<file path="src/rtl/mem_port_arbiter_pkg.sv">
// Shared types for the memory read-port arbiter: word/address/size types,
// the `WORD access size and the in-flight owner encoding.
`ifndef WORD
`define WORD 2'd2
`endif

package mem_port_arbiter_pkg;

    typedef logic [31:0] word;
    typedef logic [31:0] word_address;
    typedef logic [1:0]  load_type;

    localparam load_type SIZE_BYTE = 2'd0;
    localparam load_type SIZE_HALF = 2'd1;
    localparam load_type SIZE_WORD = `WORD;

    typedef enum logic [1:0] {
        OWN_NONE  = 2'd0,
        OWN_FETCH = 2'd1,
        OWN_LOAD  = 2'd2
    } owner_t;

endpackage

</file>
<file path="src/rtl/mem_port_arbiter.sv">
// Arbitrates the single memory read port between fetch and load, routing data
// back to the owner one cycle later. Define STARVATION_GUARD_EN for fetch anti-starvation.
module mem_port_arbiter
    import mem_port_arbiter_pkg::*;
#(
    parameter int unsigned MAX_LOAD_STREAK = 4
) (
    input  logic        clock,
    input  logic        reset,
    input  logic        fetch_request,
    input  word_address fetch_address,
    input  logic        fetch_flush,
    output logic        fetch_ready,
    output logic        fetch_valid,
    output word         fetch_data,
    input  logic        load_request,
    input  word_address load_address,
    input  load_type    load_size,
    output logic        load_ready,
    output logic        load_valid,
    output word         load_data,
    output word_address long_addr,
    output load_type    how_much,
    input  word         content
);

    logic        grant_load;
    logic        grant_fetch;
    logic        fetch_wins;
    owner_t      owner;
    owner_t      owner_next;
    word_address addr_q;
    load_type    size_q;

`ifdef STARVATION_GUARD_EN
    logic [3:0] streak;

    assign fetch_wins = (streak == 4'(MAX_LOAD_STREAK))
                        && fetch_request && !fetch_flush;

    // Saturates so a flushed fetch still wins once the flush drops.
    always_ff @(posedge clock) begin
        if (reset) begin
            streak <= 4'd0;
        end else if (grant_fetch || !fetch_request) begin
            streak <= 4'd0;
        end else if (grant_load && streak < 4'(MAX_LOAD_STREAK)) begin
            streak <= streak + 4'd1;
        end
    end
`else
    logic [31:0] unused_cfg;
    assign unused_cfg = 32'(MAX_LOAD_STREAK);
    assign fetch_wins = 1'b0;
`endif

    always_comb begin
        grant_load  = 1'b0;
        grant_fetch = 1'b0;
        if (!reset) begin
            if (load_request && !fetch_wins) begin
                grant_load = 1'b1;
            end else if (fetch_request && !fetch_flush) begin
                grant_fetch = 1'b1;
            end
        end
    end

    always_comb begin
        owner_next = OWN_NONE;
        if (grant_load) begin
            owner_next = OWN_LOAD;
        end else if (grant_fetch) begin
            owner_next = OWN_FETCH;
        end
    end

    always_comb begin
        long_addr = addr_q;
        how_much  = size_q;
        if (reset) begin
            long_addr = '0;
            how_much  = `WORD;
        end else if (grant_load) begin
            long_addr = load_address;
            how_much  = load_size;
        end else if (grant_fetch) begin
            long_addr = fetch_address;
            how_much  = `WORD;
        end
    end

    always_ff @(posedge clock) begin
        if (reset) begin
            owner  <= OWN_NONE;
            addr_q <= '0;
            size_q <= `WORD;
        end else begin
            owner <= owner_next;
            if (grant_load || grant_fetch) begin
                addr_q <= long_addr;
                size_q <= how_much;
            end
        end
    end

    assign fetch_ready = grant_fetch;
    assign load_ready  = grant_load;

    // Reset and flush both squash data already in flight.
    assign fetch_valid = !reset && !fetch_flush && (owner == OWN_FETCH);
    assign load_valid  = !reset && (owner == OWN_LOAD);
    assign fetch_data  = fetch_valid ? content : '0;
    assign load_data   = load_valid ? content : '0;

endmodule
</file>
<file path="config.mk">
export PLATFORM = sky130hd
export DESIGN_NAME = mem_port_arbiter
export DESIGN_NICKNAME = d
export VERILOG_FILES = /design/src/rtl/mem_port_arbiter_pkg.sv /design/src/rtl/mem_port_arbiter.sv
export SDC_FILE = /design/constraint.sdc
export NUM_CORES = 1
export LEC_CHECK = 0
export BUFFER_PORTS_ARGS = -buffer_cell sky130_fd_sc_hd__buf_2
export CAP_MARGIN = 25
export CORE_UTILIZATION = 40
export DETAILED_ROUTE_END_ITERATION = 10
export PLACE_DENSITY = 0.8
export SLEW_MARGIN = 30
export SYNTH_ARGS = -nofsm -noshare
export SYNTH_HDL_FRONTEND = slang
export SYNTH_SLANG_ARGS = --single-unit
</file>
<file path="constraint.sdc">
create_clock -name clock -period 1.4 [get_ports clock]
set_input_delay 0.14 -clock clock [delete_from_list [all_inputs] [get_ports clock]]
set_output_delay 0.14 -clock clock [all_outputs]
set_load 0.05 [all_outputs]
</file>
==> flow_summary.json, run 1 <==
{
  "status": "aborted with a tool error",
  "stop_stage": "global routing (5_1_grt)",
  "first-error": "[ERROR DPL-0038] Utilization greater than 100%, impossible to legalize",
  "cts_max_level": 2,
  "synth_enable_flop_cells": 0,
  "synth.area.top_cells": "dfxtp_1 (27%), a2111oi_2 (24%), and2_1 (15%), nor3_1 (12%), a2111oi_1 (5.2%)",
  "fp.dieW_um": 84.4,
  "cts_buffers": 5,
  "synth_top_cell_area_share_pct": 26.5,
  "synthAdderAreaFrac_pct": 0,
  "place_inst": 626,
  "synth_nets": 416,
  "avgSynthCellArea_sq_um": 8.68,
  "seq_area_frac_synth_pct": 26.5,
  "io_pins": 205,
  "synth_xor_area_share_pct": 0,
  "num_rows": 29,
  "syn_inst": 313,
  "syn_area_sq_um": 2720,
  "yosys.area_share.simple_pct": 30.0,
  "synth.yosys.warnings": 0,
  "synth.most_common_cell": "nor3_1",
  "synth_top_family_by_area": "compound AO/OA/AOI/OAI gates",
  "async_flop_share_pct": 0,
  "cts_hold_buf": 0,
  "worst_endpoint": "fetch_data[8]",
  "cts_buffer_depth": 2,
  "synth.distinct_cells": 19,
  "synth_compound_area_share_pct": 32.3,
  "io_buffers": 204,
  "yosysTopAreaCell": "dfxtp_1",
  "routabilityCongestion": 0.811,
  "grt_max_degree": 37,
  "cts_root_buf": "clkbuf_8",
  "synthFlopType": "dfxtp_1",
  "die_height_um": 84.4,
  "synth.area.mux_share_pct": 0,
  "endpoint_type": "primary output",
  "start_util_pct": 42.1,
  "ys_seq_elements": 36,
  "clkSinkCount": 36,
  "synth_top_cells_by_count": "nor3_1 (67), and2_1 (64), a2111oi_2 (44), dfxtp_1 (36), inv_1 (32)",
  "dp_hpwl_um": 7930
}
-- cells by family after synthesis --
kind of cell | after synthesis
simple gates | 140
buf+inv | 69
compound gates | 68
flops | 36
-- stage by stage --
| step | hold slack (ps) | cell area (sq um) | setup WS, ps | TNS [ps] | utilization, % |
|---|---|---|---|---|---|
| 4_1_cts | 115 | 6110 | -171 | -10750 | 94.6 |
| 3_5_place_dp | 431 | 4980 | -120 | -4430 | 77.1 |
| 3_3_place_gp | 423 | 4980 | -97.6 | -2780 | 77.1 |
| 2_1_floorplan | 324 | 3460 | -76.0 | -2190 | - |
-- repair_timing --
item,CTS
gates cloned,7
pin swaps,10
buffers inserted,12
resized for setup,224
endpoints found under the setup margin,99
==> inputs of run 2 (changes only) <==
--- a/config.mk
+++ b/config.mk
@@ -7,9 +7,9 @@
 export LEC_CHECK = 0
 export BUFFER_PORTS_ARGS = -buffer_cell sky130_fd_sc_hd__buf_2
 export CAP_MARGIN = 25
-export CORE_UTILIZATION = 40
+export CORE_UTILIZATION = 25
 export DETAILED_ROUTE_END_ITERATION = 10
-export PLACE_DENSITY = 0.8
+export PLACE_DENSITY_LB_ADDON = 0.15
 export SLEW_MARGIN = 30
 export SYNTH_ARGS = -nofsm -noshare
 export SYNTH_HDL_FRONTEND = slang
==> flow_summary.json, run 2 <==
{
  "status": "finished, violations left",
  "violations": "setup timing",
  "dp_hpwl_um": 7740,
  "syn_area_sq_um": 2720,
  "antenna_found_initial": 0,
  "num_rows": 37,
  "cts_max_level": 2,
  "synth_top_cell_area_share_pct": 26.5,
  "vias": 3638,
  "synth_nets": 416,
  "ir_worst_vdd_uv": 312,
  "drv_cap": 0,
  "grt_max_degree": 50,
  "syn_to_final_growth_pct": 160,
  "largest_reg_flops": 32,
  "design_area_sq_um": 7070,
  "fin_crit_ps": 1630,
  "post_drt_wl_per_cell_um": 17.9,
  "synth.area.top_cells": "dfxtp_1 (27%), a2111oi_2 (24%), and2_1 (15%), nor3_1 (12%), a2111oi_1 (5.2%)",
  "drc_errors": 0,
  "clkLatencyLatePin_ps": 300,
  "globalRouteOverflowTotal": 0,
  "drive_gt1_share_pct": 85.8,
  "yosys.area_share.simple_pct": 30.0,
  "synth_enable_flop_cells": 0,
  "max_freq_ghz": 0.614,
  "grt.total_usage_pct": 20.0,
  "ys_seq_elements": 36,
  "clk_pin_slew_worst_paths_ps": 80,
  "setup_ws_ps": -228,
  "io_pins": 205,
  "core-area_sq_um": 10400,
  "worstPathRequired_ps": 1260,
  "seq_area_frac_synth_pct": 26.5,
  "die-area_sq_um": 11300,
  "final_common_cell": "buf_2",
  "grt_pass1_vias": 3564,
  "routabilityCongestion": 0.744,
  "rsz0062_at_grt": "yes",
  "setup_violations": 83,
  "synth_top_cells_by_count": "nor3_1 (67), and2_1 (64), a2111oi_2 (44), dfxtp_1 (36), inv_1 (32)",
  "dp_slack_ps": -215,
  "cp_max_fo": 8,
  "start_util_pct": 26.1,
  "maxSlewHeadroom_pct": 70.6,
  "synth_xor_area_share_pct": 0,
  "hold_violations": 0,
  "dr.pass1.iters": 4,
  "detail-route-antenna-nets": 0,
  "period_share_pct": 116,
  "die_height_um": 106,
  "top_register": "addr_q",
  "synth.distinct_cells": 19,
  "synth.most_common_cell": "nor3_1",
  "path_class": "register to output pin",
  "clock_skew_ps": 0,
  "synth_top_family_by_area": "compound AO/OA/AOI/OAI gates",
  "leakage_uw": 0.00298,
  "io_buffers": 204,
  "avgSynthCellArea_sq_um": 8.68,
  "fp.dieW_um": 106,
  "wl_um": 13100,
  "p_per_area_nw_per_um2": 589,
  "cts_buffer_depth": 2,
  "finalNetCount": 699,
  "cts_buffers": 5,
  "synthAdderAreaFrac_pct": 0,
  "drt_iter0_markers": 136,
  "cts_hold_buf": 0,
  "final_cell_mix": "buf_2 (100), buf_4 (71), buf_6 (66), buf_8 (44), nor3_2 (34)",
  "cts_tree": "yes",
  "arrival_ps": 1490,
  "synth.area.mux_share_pct": 0,
  "worst_pin_slew_ps": 430,
  "async_flop_share_pct": 0,
  "cts_root_buf": "clkbuf_8",
  "place_area_sq_um": 5190,
  "synth.yosys.warnings": 0,
  "grt_pass1_wl_um": 17800,
  "synthFlopType": "dfxtp_1",
  "routed_via_density": 4.96,
  "diodes": 0,
  "syn_inst": 313,
  "yosysTopAreaCell": "dfxtp_1",
  "hold_class": "input port to register",
  "end_kind": "output pin",
  "synth_compound_area_share_pct": 32.3,
  "clkSinkCount": 36,
  "reg_top3": "addr_q x32, owner x2, size_q x2",
  "cp-start-kind": "register",
  "drv_slew": 0
}
[run 2: per-layer routing]
metal,vias to the layer above,GRT usage (%),part of all wire (%)
met5,-,0,0
met4,0,4.86,1.8
met3,17,3.92,5.2
met2,137,37.6,54
met1,1762,22.8,39
li1,1722,-,-
[run 2: logic make-up (layout without fill, tap and decap cells)]
family                 count (synthesis)  in the layout
AOI/OAI and AO/OA                     68             68
buffers and inverters                 69            353
DFF                                   36             36
and+or+nand+nor                      140            140
[run 2: area by class of cell]
class / instances / area (sq um)
Clock buffer: 6 / 72.6
Clock inverter: 2 / 35.0
Fill cell: 790 / 3340
Inverter: 32 / 120
Multi-Input combinational cell: 208 / 2810
Sequential cell: 36 / 728
Tap cell: 136 / 170
Timing Repair Buffer: 313 / 3140
[run 2: critical path, stage by stage (launching register included)]
cell and delay [ps]:
dfxtp_2 360, nor4b_4 200, buf_6 160, buf_6 150
and2_2 170, buf_6 150
[run 2: final timing paths]
check	start	to	slack, ps	cells after the start
hold reg to reg	size_q[0]$_SDFFE_PP0P_	size_q[0]$_SDFFE_PP0P_	520	2
hold / removal	load_address[31]	addr_q[31]$_SDFFE_PP0P_	160	3
setup / recovery	owner[0]$_SDFF_PP0_	fetch_data[5]	-230	5
setup reg to reg	addr_q[0]$_SDFFE_PP0P_	addr_q[0]$_SDFFE_PP0P_	380	3
[run 2: timing repair]
item / in CTS / in global routing
cloned: 5 / 9
hold endpoints to repair: 0 / 0
resized for setup: 234 / 144
endpoints found under the setup margin: 101 / 100
pin swaps: 16 / 32
buffers inserted: 11 / 6
[run 2: metrics by stage]
| step | hold WS [ps] | std cells | total power (uW) | TNS, ps | utilization [%] |
|---|---|---|---|---|---|
| final | 164 | 733 | 4170 | -13350 | 67.9 |
| after global routing | 162 | 733 | 4350 | -18730 | 67.9 |
| after CTS | 156 | 721 | 4030 | -11120 | 61.4 |
| after detailed placement | 486 | 697 | 2760 | -5620 | 49.8 |
| after global placement | 475 | 697 | 2730 | -4930 | 49.8 |
| after floorplan | 324 | 313 | 2240 | -2190 | - |
[run 2: report_power, final]
| part | total (uW) | internal [uW] | switching [uW] |
|---|---|---|---|
| combinational | 2070 | 960 | 1110 |
| clock | 938 | 529 | 409 |
| sequential | 1160 | 1110 | 56.1 |
| total | 4170 | 2600 | 1570 |
Power figures use the tool's default switching activity.
==> inputs of run 3 (changes only) <==
--- a/config.mk
+++ b/config.mk
@@ -7,6 +7,7 @@
 export LEC_CHECK = 0
 export BUFFER_PORTS_ARGS = -buffer_cell sky130_fd_sc_hd__buf_2
 export CAP_MARGIN = 25
+export CORE_ASPECT_RATIO = 0.8
 export CORE_UTILIZATION = 25
 export DETAILED_ROUTE_END_ITERATION = 10
 export PLACE_DENSITY_LB_ADDON = 0.15
==> flow_summary.json, run 3 (synthesized netlist as in run 2, its figures left out) <==
{
  "num_rows": 33,
  "cp-start-kind": "input port",
  "routabilityCongestion": 0.750,
  "cts_max_level": 2,
  "grt_pass1_vias": 3558,
  "critPathMaxStageDelay_ps": 340,
  "diodes": 0,
  "dp_hpwl_um": 7860,
  "drc_errors": 0,
  "crit_family": "buffers and inverters",
  "largest_reg_flops": 32,
  "grt_pass1_wl_um": 18100,
  "grt_max_degree": 34,
  "final_cell_mix": "buf_2 (101), buf_6 (98), buf_4 (64), and2_2 (58), dfxtp_1 (33)",
  "worstHoldStart": "load_address[11]",
  "drv_slew": 0,
  "clock_skew_ps": 0,
  "drt_iter0_markers": 112,
  "drive_gt1_share_pct": 84.9,
  "worst_hold_slack_ps": 195,
  "violations": "setup timing",
  "reg_top3": "addr_q x32, owner x2, size_q x2",
  "clkLatencyLatePin_ps": 280,
  "worst_pin_slew_ps": 397,
  "crit_path_top_delay_cell": "a2111oi_4",
  "cts_hold_buf": 0,
  "detail-route-antenna-nets": 0,
  "startpoint": "fetch_request",
  "globalRouteOverflowTotal": 0,
  "layout.cells.non_filler": 736,
  "start_util_pct": 26.1,
  "max_freq_ghz": 0.635,
  "hold_violations": 0,
  "cts_root_buf": "clkbuf_16",
  "routed_via_density": 4.80,
  "place_inst": 693,
  "dr.pass1.iters": 4,
  "design_area_sq_um": 6970,
  "core-area_sq_um": 10400,
  "antenna_found_initial": 0,
  "cts_buffer_depth": 2,
  "grt.total_usage_pct": 19.9,
  "timing.rr.start": "addr_q[14]$_SDFFE_PP0P_",
  "rsz0062_at_grt": "yes",
  "top_register": "addr_q",
  "vias": 3535,
  "maxSlewHeadroom_pct": 72.9,
  "syn_to_final_growth_pct": 156,
  "fp.dieW_um": 119,
  "setup_violations": 85,
  "io_buffers": 204,
  "end_kind": "output pin",
  "finalNetCount": 698,
  "path_class": "input port to output pin",
  "status": "finished, violations left",
  "worstPathRequired_ps": 1260,
  "path_buf_inv": 6,
  "hold_class": "input port to register",
  "setup_ws_ps": -175,
  "cp_max_fo": 5,
  "crit_top_cell": "buf_12",
  "finalSetupTns_ps": -8280,
  "clk_pin_slew_worst_paths_ps": 60,
  "cp_cell_sequence": "buf_8 > nor2b_4 > buf_6 > buf_12 > buf_12 > buf_12 > nor3_4 > a2111oi_4 > buf_6",
  "die_height_um": 95.3,
  "wl_um": 12200,
  "final_common_cell": "buf_2",
  "cts_tree": "yes",
  "rrSetupSlack_ps": 420,
  "period_share_pct": 112,
  "post_drt_wl_per_cell_um": 16.5,
  "cts_buffers": 5,
  "clkSinkCount": 36,
  "leakage_uw": 0.00295,
  "io_pins": 205,
  "fin_crit_ps": 1570,
  "drv_cap": 0,
  "p_per_area_nw_per_um2": 642,
  "die-area_sq_um": 11300,
  "place_area_sq_um": 5110,
  "arrival_ps": 1430,
  "ir_worst_vdd_uv": 493
}
## run 3: worst paths after layout
path                                           endpoint  cells past startpoint
worst max-delay path                      long_addr[11]                      9
worst min-delay path            addr_q[11]$_SDFFE_PP0P_                      3
worst max register to register  addr_q[14]$_SDFFE_PP0P_                      3
worst min register to register   size_q[0]$_SDFFE_PP0P_                      2
## run 3: cell type report
cell class,count,area [sq um]
fillers,800,3440
repair buffers,312,3010
multi-input cells,208,2770
flip-flops and latches,36,724
well taps,140,175
clock buffers,6,129
inverters,32,120
clock inverters,2,35.0
## run 3: per-stage QoR
step	util (%)	setup WS (ps)	power [uW]
2_1_floorplan	-	-76.0	2240
3_3_place_gp	49.1	-129	2700
3_5_place_dp	49.1	-165	2730
4_1_cts	59.8	-146	4270
5_1_grt	67.0	-236	4670
6_report	67.0	-175	4470
## run 3: report_power, final
| part | switching (uW) | internal [uW] |
|---|---|---|
| registers | 50.8 | 1110 |
| clock network | 442 | 838 |
| logic | 1100 | 938 |
## run 3: worst min-delay path, stage by stage
cell	delay (ps)
buf_2	100
inv_1	110
a2111oi_2	80
## run 3: timing repair
item / CTS / global route
gates cloned: 3 / 5
pin swaps: 6 / 23
resized for setup: 240 / 99
setup buffers: 5 / 25
endpoints found under the setup margin: 100 / 99
hold endpoints to repair: 0 / 0
## run 3: metal layers
metal	vias up	share of wire (%)	GRT usage, %
li1	1722	-	-
met1	1717	42	24.7
met2	94	53	35.7
met3	2	5.0	4.67
met4	0	0.16	3.06
met5	-	0	0
